===== src/rtl/saed90_pipe_adder.sv =====
// Pipelined ripple-carry add/subtract unit with a valid/ready handshake and per-stage bubble collapse.
// Define SAED90_PIPE_OVF_EN to build the signed-overflow output; otherwise out_OVF is tied to 0.
module saed90_pipe_adder #(
  parameter int WIDTH  = 16,
  parameter int STAGES = 4
) (
  input  logic             in_CLK,
  input  logic             in_RSTB,
  input  logic             in_VALID,
  output logic             out_READY,
  input  logic [WIDTH-1:0] in_A,
  input  logic [WIDTH-1:0] in_B,
  input  logic             in_CI,
  input  logic             in_SUB,
  output logic             out_VALID,
  input  logic             in_READY,
  output logic [WIDTH-1:0] out_S,
  output logic             out_CO,
  output logic             out_OVF
);

  localparam int SW = WIDTH / STAGES;

  logic [STAGES-1:0] valid_vec;
  logic [STAGES:0]   load;
  logic [WIDTH-1:0]  b_cap;
  logic              c_cap;

  // Subtract is A + ~B + 1, so CI is overridden rather than combined.
  assign b_cap = in_SUB ? ~in_B : in_B;
  assign c_cap = in_SUB | in_CI;

  // A stage may load when it is empty or when the stage after it is emptying this cycle.
  always_comb begin
    load         = '0;
    load[STAGES] = in_READY;
    for (int k = STAGES - 1; k >= 0; k--) begin
      load[k] = ~valid_vec[k] | load[k+1];
    end
  end

  assign out_READY = load[0];

  for (genvar gi = 0; gi < STAGES; gi++) begin : g_stg
    localparam int LO = gi * SW;
    localparam int HI = LO + SW;

    logic          v_src;
    logic [SW-1:0] a_sl;
    logic [SW-1:0] b_sl;
    logic [SW-1:0] s_sl;
    logic          c_in;
    logic          c_out;
    logic [HI-1:0] sum_d;
    logic [HI-1:0] sum_q;
    logic          carry_q;
    logic          valid_q;
    logic          valid_d;
    logic          take;

    if (gi == 0) begin : g_src
      assign v_src = in_VALID;
      assign a_sl  = in_A[SW-1:0];
      assign b_sl  = b_cap[SW-1:0];
      assign c_in  = c_cap;
      assign sum_d = s_sl;
    end else begin : g_src
      assign v_src = g_stg[gi-1].valid_q;
      assign a_sl  = g_stg[gi-1].g_ops.a_q[SW-1:0];
      assign b_sl  = g_stg[gi-1].g_ops.b_q[SW-1:0];
      assign c_in  = g_stg[gi-1].carry_q;
      assign sum_d = {s_sl, g_stg[gi-1].sum_q};
    end

    // One full-adder cell per bit; this ripple is the per-stage critical path.
    always_comb begin
      logic c_rip;
      c_rip = c_in;
      s_sl  = '0;
      for (int i = 0; i < SW; i++) begin
        s_sl[i] = a_sl[i] ^ b_sl[i] ^ c_rip;
        c_rip   = (a_sl[i] & b_sl[i]) | (c_rip & (a_sl[i] ^ b_sl[i]));
      end
      c_out = c_rip;
    end

    assign take      = load[gi] & v_src;
    assign valid_d   = load[gi] ? v_src : valid_q;
    assign valid_vec[gi] = valid_q;

    always_ff @(posedge in_CLK or negedge in_RSTB) begin
      if (!in_RSTB) begin
        valid_q <= 1'b0;
        sum_q   <= '0;
        carry_q <= 1'b0;
      end else begin
        valid_q <= valid_d;
        if (take) begin
          sum_q   <= sum_d;
          carry_q <= c_out;
        end
      end
    end

    // Operand slices still to be added travel with the beat; the last stage needs none.
    if (HI < WIDTH) begin : g_ops
      logic [WIDTH-HI-1:0] a_q;
      logic [WIDTH-HI-1:0] b_q;
      logic [WIDTH-HI-1:0] a_d;
      logic [WIDTH-HI-1:0] b_d;

      if (gi == 0) begin : g_nxt
        assign a_d = in_A[WIDTH-1:HI];
        assign b_d = b_cap[WIDTH-1:HI];
      end else begin : g_nxt
        assign a_d = g_stg[gi-1].g_ops.a_q[WIDTH-LO-1:SW];
        assign b_d = g_stg[gi-1].g_ops.b_q[WIDTH-LO-1:SW];
      end

      always_ff @(posedge in_CLK or negedge in_RSTB) begin
        if (!in_RSTB) begin
          a_q <= '0;
          b_q <= '0;
        end else if (take) begin
          a_q <= a_d;
          b_q <= b_d;
        end
      end
    end

`ifdef SAED90_PIPE_OVF_EN
    // Carry into the MSB is recovered from the MSB sum bit, so no extra tap is needed.
    if (gi == STAGES - 1) begin : g_ovf
      logic ovf_q;
      logic ovf_d;

      assign ovf_d = a_sl[SW-1] ^ b_sl[SW-1] ^ s_sl[SW-1] ^ c_out;

      always_ff @(posedge in_CLK or negedge in_RSTB) begin
        if (!in_RSTB) begin
          ovf_q <= 1'b0;
        end else if (take) begin
          ovf_q <= ovf_d;
        end
      end
    end
`endif
  end

  assign out_VALID = valid_vec[STAGES-1];
  assign out_S     = g_stg[STAGES-1].sum_q;
  assign out_CO    = g_stg[STAGES-1].carry_q;

`ifdef SAED90_PIPE_OVF_EN
  assign out_OVF = g_stg[STAGES-1].g_ovf.ovf_q;
`else
  assign out_OVF = 1'b0;
`endif

endmodule


===== config.mk =====
export PLATFORM = sky130hd
export DESIGN_NAME = saed90_pipe_adder
export DESIGN_NICKNAME = d
export VERILOG_FILES = /design/src/rtl/saed90_pipe_adder.sv
export SDC_FILE = /design/constraint.sdc
export NUM_CORES = 1
export LEC_CHECK = 0
export CAP_MARGIN = 20
export CORE_MARGIN = 5
export CORE_UTILIZATION = 59
export DETAILED_ROUTE_END_ITERATION = 10
export GPL_TIMING_DRIVEN = 0
export PLACE_DENSITY = 0.88
export SLEW_MARGIN = 20
export SYNTH_ARGS = -nofsm -noshare
export SYNTH_HDL_FRONTEND = slang
export SYNTH_SLANG_ARGS = --single-unit

===== constraint.sdc =====
create_clock -name in_CLK -period 3.7 [get_ports in_CLK]
set_input_delay 0.925 -clock in_CLK [delete_from_list [all_inputs] [get_ports in_CLK]]
set_output_delay 0.925 -clock in_CLK [all_outputs]
set_load 0.01 [all_outputs]

# --- Word-level counts from Yosys, hierarchy flattened ---
# Index checks and enable logic that the tools add are counted.
word_totals:
  regBits: 96
  latch_bits: 0
  mem_bits_rw: 0
  rom_bits: 0
  input_bits: 38
  output_inout_bits: 20
  memories: 0
op_classes:
  n_addsub: 0
  mul: 0
  div: 0
  n_lt_le_gt_ge: 0
  eq_ne: 0
  shifts: 0
  mux: 1
  n_bitwise: 94
  n_reduce_logical: 0
ops:
  columns: ["cell", "n"]
  rows:
  - ["$and 1x1->1", 36]
  - ["$xor 1x1->1", 32]
  - ["$or 1x1->1", 21]
  - ["$mux 16", 1]
  - ["$not 16->16", 1]
  - ["$not 1->1", 4]

# --- Depth between registers and ports, before layout ---
# Gate-level depths: netlist (run 1).
depth:
  depth_word: 11
  mapped_depth: 9
  ltp_nobuf: 8

# --- Worst setup path after synthesis (run 1) ---
# Ideal clock, no wire load.
synth_timing:
  path_kind: "input -> register"
  from: "in in_SUB"
  to: "reg g_stg[0].sum_q[3]"
  setup_ns: 0.125
  arrival_time_ns: 3.359
  path_slack_ns: 0.216
  cell_stages: 9
  path_cell_list: "buf_2 buf_2 xnor2_1 fa_1 fa_1 fa_1 inv_1 fa_1 mux2_2"
synth_between:
  elab_chain_cells: 9
synth_rtl:
  columns: ["element", "line", "rtl"]
  rows:
  - ["from (decl)", "14", "input logic in_SUB,"]
  - ["$mux 16", "30", "assign b_cap = in_SUB ? ~in_B : in_B;"]
  - ["$xor 1x1->1", "82", "c_rip = (a_sl[i] & b_sl[i]) | (c_rip & (a_sl[i] ^ b_sl[i]));"]
  - ["$and 1x1->1", "82", null]
  - ["$or 1x1->1", "82", null]
  - ["$and 1x1->1", "82", null]
  - ["$or 1x1->1", "82", null]
  - ["$and 1x1->1", "82", null]
  - ["$or 1x1->1", "82", null]
  - ["$xor 1x1->1 *", "81", "s_sl[i] = a_sl[i] ^ b_sl[i] ^ c_rip;"]
  - ["named net g_stg[0].s_sl[3]", "51", "logic [SW-1:0] s_sl;"]
  - ["to (signal assigned)", "99", "sum_q <= sum_d;"]
  - ["to (decl)", "55", "logic [HI-1:0] sum_q;"]
# Mark *: on every way through the listed nets, which the timed path passes. The rest lies on a longest branch.
# A chain may end at the register's enable or synchronous reset.

# --- Worst setup path in the final report (run 1) ---
layout_timing:
  from: "in in_READY"
  to: "out out_READY"
layout_between:
  elab_chain_cells: 4
layout_rtl:
  columns: ["element", "line", "rtl"]
  rows:
  - ["from (decl)", "16", "input logic in_READY,"]
  - ["$or 1x1->1 (4 in a row)", "38", "load[k] = ~valid_vec[k] | load[k+1];"]
  - ["to (decl)", "10", "output logic out_READY,"]
# No other way between the ends.

==> results of run 1 <==
==> cell usage in the layout (no fill, tap or decap) <==
| master | instances |
|---|---|
| buf_12 | 1 |
| buf_16 | 1 |
| buf_2 | 2 |
| buf_4 | 7 |
| buf_6 | 2 |
| bufinv_16 | 2 |
| clkbuf_8 | 9 |
| clkdlybuf4s50_1 | 54 |
| clkinv_4 | 2 |
| clkinvlp_4 | 1 |
| conb_1 | 1 |
| dfrtp_1 | 96 |
| fa_1 | 16 |
| inv_1 | 36 |
| inv_6 | 2 |
| mux2_2 | 73 |
| mux2_4 | 5 |
| mux2i_1 | 14 |
| nand2_1 | 2 |
| nand2_2 | 2 |
| nand2b_1 | 5 |
| nand3b_1 | 1 |
| nand4b_1 | 1 |
| nor2_1 | 1 |
| o21ai_2 | 1 |
| or2_2 | 1 |
| xnor2_1 | 5 |
| xor2_1 | 11 |
==> area by class of cell <==
type / count / area, µm² / share of cell area
flip-flops and latches: 96 / 2400 / 0.467
multi-input cells: 139 / 1590 / 0.309
repair buffers: 56 / 579 / 0.113
inverters: 36 / 135 / 0.0263
well taps: 96 / 120 / 0.0233
clock inverters: 7 / 103 / 0.0199
clock buffers: 9 / 124 / 0.0241
plain buffers: 11 / 93.8 / 0.0182
==> Yosys cell counts (all sizes together) <==
| master | count | area share |
|---|---|---|
| nand4b | 1 | 0.0021 |
| fa | 16 | 0.076 |
| nand2b | 5 | 0.0074 |
| nand3b | 1 | 0.0018 |
| dfrtp | 96 | 0.57 |
| or2 | 1 | 0.0015 |
| buf | 11 | 0.022 |
| mux2 | 78 | 0.21 |
| nand2 | 4 | 0.0047 |
| nor2 | 1 | 0.00089 |
| xor2 | 11 | 0.023 |
| inv | 36 | 0.032 |
| xnor2 | 5 | 0.010 |
| conb | 1 | 0.00089 |
| mux2i | 14 | 0.033 |
| o21ai | 1 | 0.0021 |
==> worst max path at each step <==
stage / slack [ns] / endpoint / from
final: 0.34 / out_READY / in_READY
after floorplan: 0.22 / g_stg[0].sum_q[3] / in_SUB
after detailed placement: -0.07 / g_stg[0].sum_q[3] / in_SUB
after CTS: 0.30 / g_stg[0].sum_q[3] / in_SUB
after global routing: 0.20 / g_stg[0].sum_q[3] / in_SUB
after global placement: -1.64 / out_S[12] / in_RSTB
==> metal layers <==
layer,GRT usage,vias to the layer above,wire length [µm]
met3,0.0239,11,241
met2,0.332,41,3900
met1,0.237,1164,3020
met5,0,-,0
met4,0.0829,0,134
li1,-,1053,-
==> per-stage QoR <==
stage / hold WS, ns / util / instances
after floorplan: 0.475 / - / 282
after global placement: 0.483 / 0.712 / 433
after detailed placement: 0.490 / 0.716 / 434
after CTS: 0.411 / 0.749 / 450
after global routing: 0.420 / 0.749 / 450
final: 0.411 / 0.749 / 450
==> cells by family (layout without fill, tap and decap cells) <==
group                      after synthesis  after routing  share of synthesized area
DFF                                     96             96                      0.569
muxes                                   92             92                      0.246
buffers and inverters                   47            119                     0.0543
adders and majority gates               16             16                     0.0759
xor gates and xnor gates                16             16                     0.0332
and+or+nand+nor                         13             13                     0.0184
other                                    1              1                   0.000889
AOI/OAI and AO/OA                        1              1                    0.00208
==> registers in the layout, indices dropped and copies added (netlist names) <==
register / count
out_S: 16
g_stg.carry_q: 3
out_VALID: 1
g_stg.valid_q: 3
out_CO: 1
g_stg.sum_q: 24
g_stg.g_ops.a_q: 24
g_stg.g_ops.b_q: 24
==> power by group through the flow <==
stage                     Clock, µW  Combinational [µW]  Sequential (µW)
final                           751                1110             1660
after global routing            808                1240             1710
after CTS                       762                1130             1660
after detailed placement          0                1120             1680
after global placement            0                1050             1650
after floorplan                   0                 651             1650
==> critical path: stages <==
cell and delay (ns):
clkdlybuf4s50_1 0.42, nand3b_1 0.25, or2_2 0.35, clkdlybuf4s50_1 0.49
==> flow_summary.toml, run 1 <==
[status]
outcome = "complete, no violations"

[floorplanning]
rows = 30
fp.dieH_um = 94.6
die_area_mm2 = 0.00894
core_mm2 = 0.00687
initial_core_util = 0.614
die_w_um = 94.6
io_pins = 58

[sta]
fmax_ghz = 0.297
layout_min_cycle_time_ns = 3.36
rsz0062_at_grt = "no"
fin_skew_ns = 0.0124
fin_ws_ns = 0.335
final.setup.tns_ns = 0
hold_viol = 0
fin_crit_sh = 0.909
setup_violations = 0
final_max_slew_viol_count = 0

[global_routing]
grt_usage = 0.189
grt_pass1_wl_um = 12600
grt_antenna_before_repair = 0
grt_pass1_vias = 2537
grt_overflow_total = 0
grt_max_degree = 72

[clocking]
cts_setup_buffers = 0
cts.sinks = 96
holdBufCountCts = 0
cts_htree_levels = 3
cts_made_buffers = 9
cts_tree = "done"
ctsResizeCount = 0
clock-root-buffer = "clkbuf_8"
clock_tree.buffer_depth = 2
path_clk_slew_ns = 0.09
clk_latency_ns = 0.36

[pwr]
peakVddDrop_uv = 261
power_frac_comb = 0.316
switchingPower_uw = 1030
p_per_area_mw_per_mm2 = 684
power_uw = 3520
switching_share = 0.294
p_clk_frac = 0.213
seqPwrFrac = 0.471
leakage_uw = 0.00234
intPower_uw = 2480

[placed_design]
place_congestion = 0.719
dp_slack_ns = -0.0745
port_buffers = 55
dpl_cell_area_mm2 = 0.00492
place_hpwl_um = 5320

[drt]
dr.pass1.iters = 4
drtIter0Drc = 70
drc = 0
viasPerCell = 5.04
ant_nets = 0
wl_um = 7290
wl_per_cell_um = 16.2
vias = 2269

[critical_path]
r2r_slack_ns = 1.51
critPathMaxFanout = 4
startpoint_type = "input port"
rr_startpoint = "g_stg[2].carry_q"
criticalPathCategory = "input port to primary output"
r2r-end = "out_S[15]"
arrival_ns = 2.44
reg2reg_depth = 8
required_ns = 2.77
critPathCaptureType = "primary output"

[yosys]
ys.warnings.count = 0
syn_nets = 336
synth_area_mm2 = 0.00422
synth-seq-cells = 96
seq_area_frac_synth = 0.569
synth_cell_types = 21
avgSynthCellArea_um2 = 15.0
synthCells = 282

[layout]
num-fill-cells = 426
syn2layout_area_growth_pct = 21.9
antennaDiodeCount = 0
drive_gt1_frac = 0.314
stdcell_area_mm2 = 0.00514
fin_nets = 403

[job]
maxCapViolCount = 0

[min_path]
hold_class = "input port to asynchronous set/reset pin"
(Power assumes the default switching activity.)
==> run 2, diff against run 1 <==
--- a/config.mk
+++ b/config.mk
@@ -5,6 +5,7 @@
 export SDC_FILE = /design/constraint.sdc
 export NUM_CORES = 1
 export LEC_CHECK = 0
+export ABC_AREA = 1
 export CAP_MARGIN = 20
 export CORE_MARGIN = 5
 export CORE_UTILIZATION = 59
==> run 2 against run 1 <==
Effect of this change: combinational power is 12% higher; sequential share of layout area is 0.18 points lower; cell count is 38% higher; sequential power hardly changed; wire length is 8.4% higher; core utilization is 2.5 points lower; clock-buffer cell count is 4 higher; setup slack worse by 0.12 ns; power is 2.4% higher; worst hold slack better by 0.064 ns; critical path depth is 1 higher.
==> flow_summary.toml, run 2 <==
[status]
outcome = "complete, no violations"

[critical_path]
startpoint_type = "input port"
rr_startpoint = "g_stg[2].g_ops.a_q[0]"
reg2reg_depth = 8
r2r_slack_ns = 1.52
arrival_ns = 2.56
r2r-end = "out_S[15]"
required_ns = 2.77
critPathMaxFanout = 10
criticalPathCategory = "input port to primary output"
critPathCaptureType = "primary output"

[sta]
final.setup.tns_ns = 0
fin_crit_sh = 0.942
layout_min_cycle_time_ns = 3.49
fmax_ghz = 0.287
rsz0062_at_grt = "no"
final_max_slew_viol_count = 0
relSlewSlack = 0.512
tightest_slew_ns = 0.731
fin_skew_ns = 0.00870
setup_violations = 0
hold_viol = 0

[pwr]
seqPwrFrac = 0.453
p_per_area_mw_per_mm2 = 698
switchingPower_uw = 1220
switching_share = 0.339
intPower_uw = 2380
power_frac_comb = 0.343
peakVddDrop_uv = 273
p_clk_frac = 0.204
power_uw = 3600
leakage_uw = 0.00262

[clocking]
cts_tree = "done"
clk_latency_ns = 0.36
cts.sinks = 96
clock-root-buffer = "clkbuf_8"
ctsResizeCount = 0
path_clk_slew_ns = 0.08
holdBufCountCts = 0
cts_made_buffers = 9
cts_htree_levels = 3
cts_setup_buffers = 0
clock_tree.buffer_depth = 2

[floorplanning]
die_area_mm2 = 0.00902
fp.dieH_um = 95.0
io_pins = 58
die_w_um = 95.0
rows = 31
initial_core_util = 0.597
core_mm2 = 0.00714

[yosys]
synth_top_area_frac = 0.564
synth_area_mm2 = 0.00426
synth.area.top_cells = "dfrtp_1 56%, nand2_1 13%, fa_1 7.5%"
seq_area_frac_synth = 0.564
yosys.area.top_type = "dfrtp_1"
yosysMostFrequentCell = "nand2_1"
ys.flop_type = "dfrtp_1"
syn_nets = 506
synth_edf_count = 0
avgSynthCellArea_um2 = 9.42
synth-seq-cells = 96
synthTopCellsByCount = "145 x nand2_1, 96 x dfrtp_1, 59 x nand3_1"
ys.warnings.count = 0
synth_cell_types = 21
synthCells = 452
async_flop_share = 1.00

[drt]
dr.pass1.iters = 4
wl_per_cell_um = 12.7
viasPerCell = 4.94
drtIter0Drc = 149
wl_um = 7910
ant_nets = 0
vias = 3077
drc = 0

[global_routing]
grt_pass1_wl_um = 14000
grt_max_degree = 63
grt_pass1_vias = 3139
grt_usage = 0.203
grt_antenna_before_repair = 0
grt_overflow_total = 0

[layout]
num-fill-cells = 550
antennaDiodeCount = 0
drive_gt1_frac = 0.0725
stdcell_area_mm2 = 0.00516
fin_nets = 573
final_cell_mix = "145 x nand2_1, 96 x dfrtp_1, 59 x nand3_1"
final_common_cell = "nand2_1"
top_regs = "g_stg.g_ops.a_q: 24 flops, g_stg.g_ops.b_q: 24 flops, g_stg.sum_q: 24 flops"
syn2layout_area_growth_pct = 21.3
regArea_mm2 = 0.00240
multiInputGateArea_mm2 = 0.00156

[min_path]
hold_class = "flip-flop to flip-flop"
whs_endpoint = "out_S[11]"
min_path_cells = 2
holdCritStartpoint = "out_S[11]"

[placed_design]
dpl_cell_area_mm2 = 0.00495
port_buffers = 55
place_congestion = 0.807
place_hpwl_um = 6010

[job]
maxCapViolCount = 0
==> run 2: cell count changes after synthesis, moves of 11 or more <==
cell | previous run | this run
nand2_1 | 2 | 145
buf_2 | 2 | 13
o21ai_0 | 0 | 19
mux2i_1 | 14 | 0
mux2_2 | 73 | 0
nand3_1 | 0 | 59
nor2_1 | 1 | 15
a21oi_1 | 0 | 14
==> run 2: critical path, cell delays in order <==
cell and delay, ns:
clkdlybuf4s50_1 0.45, nor2_4 0.20, nand4_1 0.23, buf_2 0.26, clkdlybuf4s50_1 0.50
==> run 2: power groups by stage <==
stage	registers, µW	clock network, µW	logic [µW]
2_1_floorplan	1650	0	746
3_3_place_gp	1630	0	1180
3_5_place_dp	1650	0	1240
4_1_cts	1630	750	1260
5_1_grt	1680	799	1450
6_report	1630	736	1240
==> run 2: cell type report <==
cell class / count / share of cell area
Buffer: 27 / 0.0286
Clock buffer: 13 / 0.0288
Clock inverter: 3 / 0.0126
Inverter: 40 / 0.0291
Multi-Input combinational cell: 289 / 0.302
Sequential cell: 96 / 0.465
Tap cell: 99 / 0.0240
Timing Repair Buffer: 56 / 0.110
==> run 2: per-layer routing <==
layer	up-vias	wire length [µm]	GRT usage
met1	1449	3340	0.247
met3	12	438	0.0526
met4	0	168	0.0733
met2	86	3970	0.349
met5	-	0	0
li1	1530	-	-
==> run 2: through the flow <==
step           cells  setup slack (ns)   util  hold slack (ns)
3_3_place_gp     606             -1.48  0.691            0.454
5_1_grt          623             0.134  0.724            0.505
6_report         623             0.213  0.724            0.475
3_5_place_dp     607             0.232  0.694            0.458
2_1_floorplan    452             0.422      -            0.442
4_1_cts          623             0.220  0.724            0.480
==> run 2: cells by family after synthesis <==
kind of cell,synth area share
AOI/OAI and AO/OA,0.0388
xor gates and xnor gates,0.0329
adders and majority gates,0.0752
buffers and inverters,0.0699
DFF,0.564
other,0.000880
and+or+nand+nor,0.218
==> run 2: worst max path at each step <==
stage / start / end / slack [ns] / cells after the start
2_1_floorplan: in_SUB / g_stg[0].sum_q[3] / 0.42 / 10
3_3_place_gp: in_RSTB / g_stg[0].g_ops.b_q[7] / -1.48 / 1
3_5_place_dp: in_READY / out_READY / 0.23 / 5
4_1_cts: in_READY / out_READY / 0.22 / 5
5_1_grt: in_READY / out_READY / 0.13 / 5
6_report: in_READY / out_READY / 0.21 / 5
==> run 3, diff against run 2 <==
--- a/config.mk
+++ b/config.mk
@@ -5,7 +5,7 @@
 export SDC_FILE = /design/constraint.sdc
 export NUM_CORES = 1
 export LEC_CHECK = 0
-export ABC_AREA = 1
+export ABC_AREA = 0
 export CAP_MARGIN = 20
 export CORE_MARGIN = 5
 export CORE_UTILIZATION = 59
==> results of run 3 <==
Final layout, timing and power as in run 1 (identical DEF).
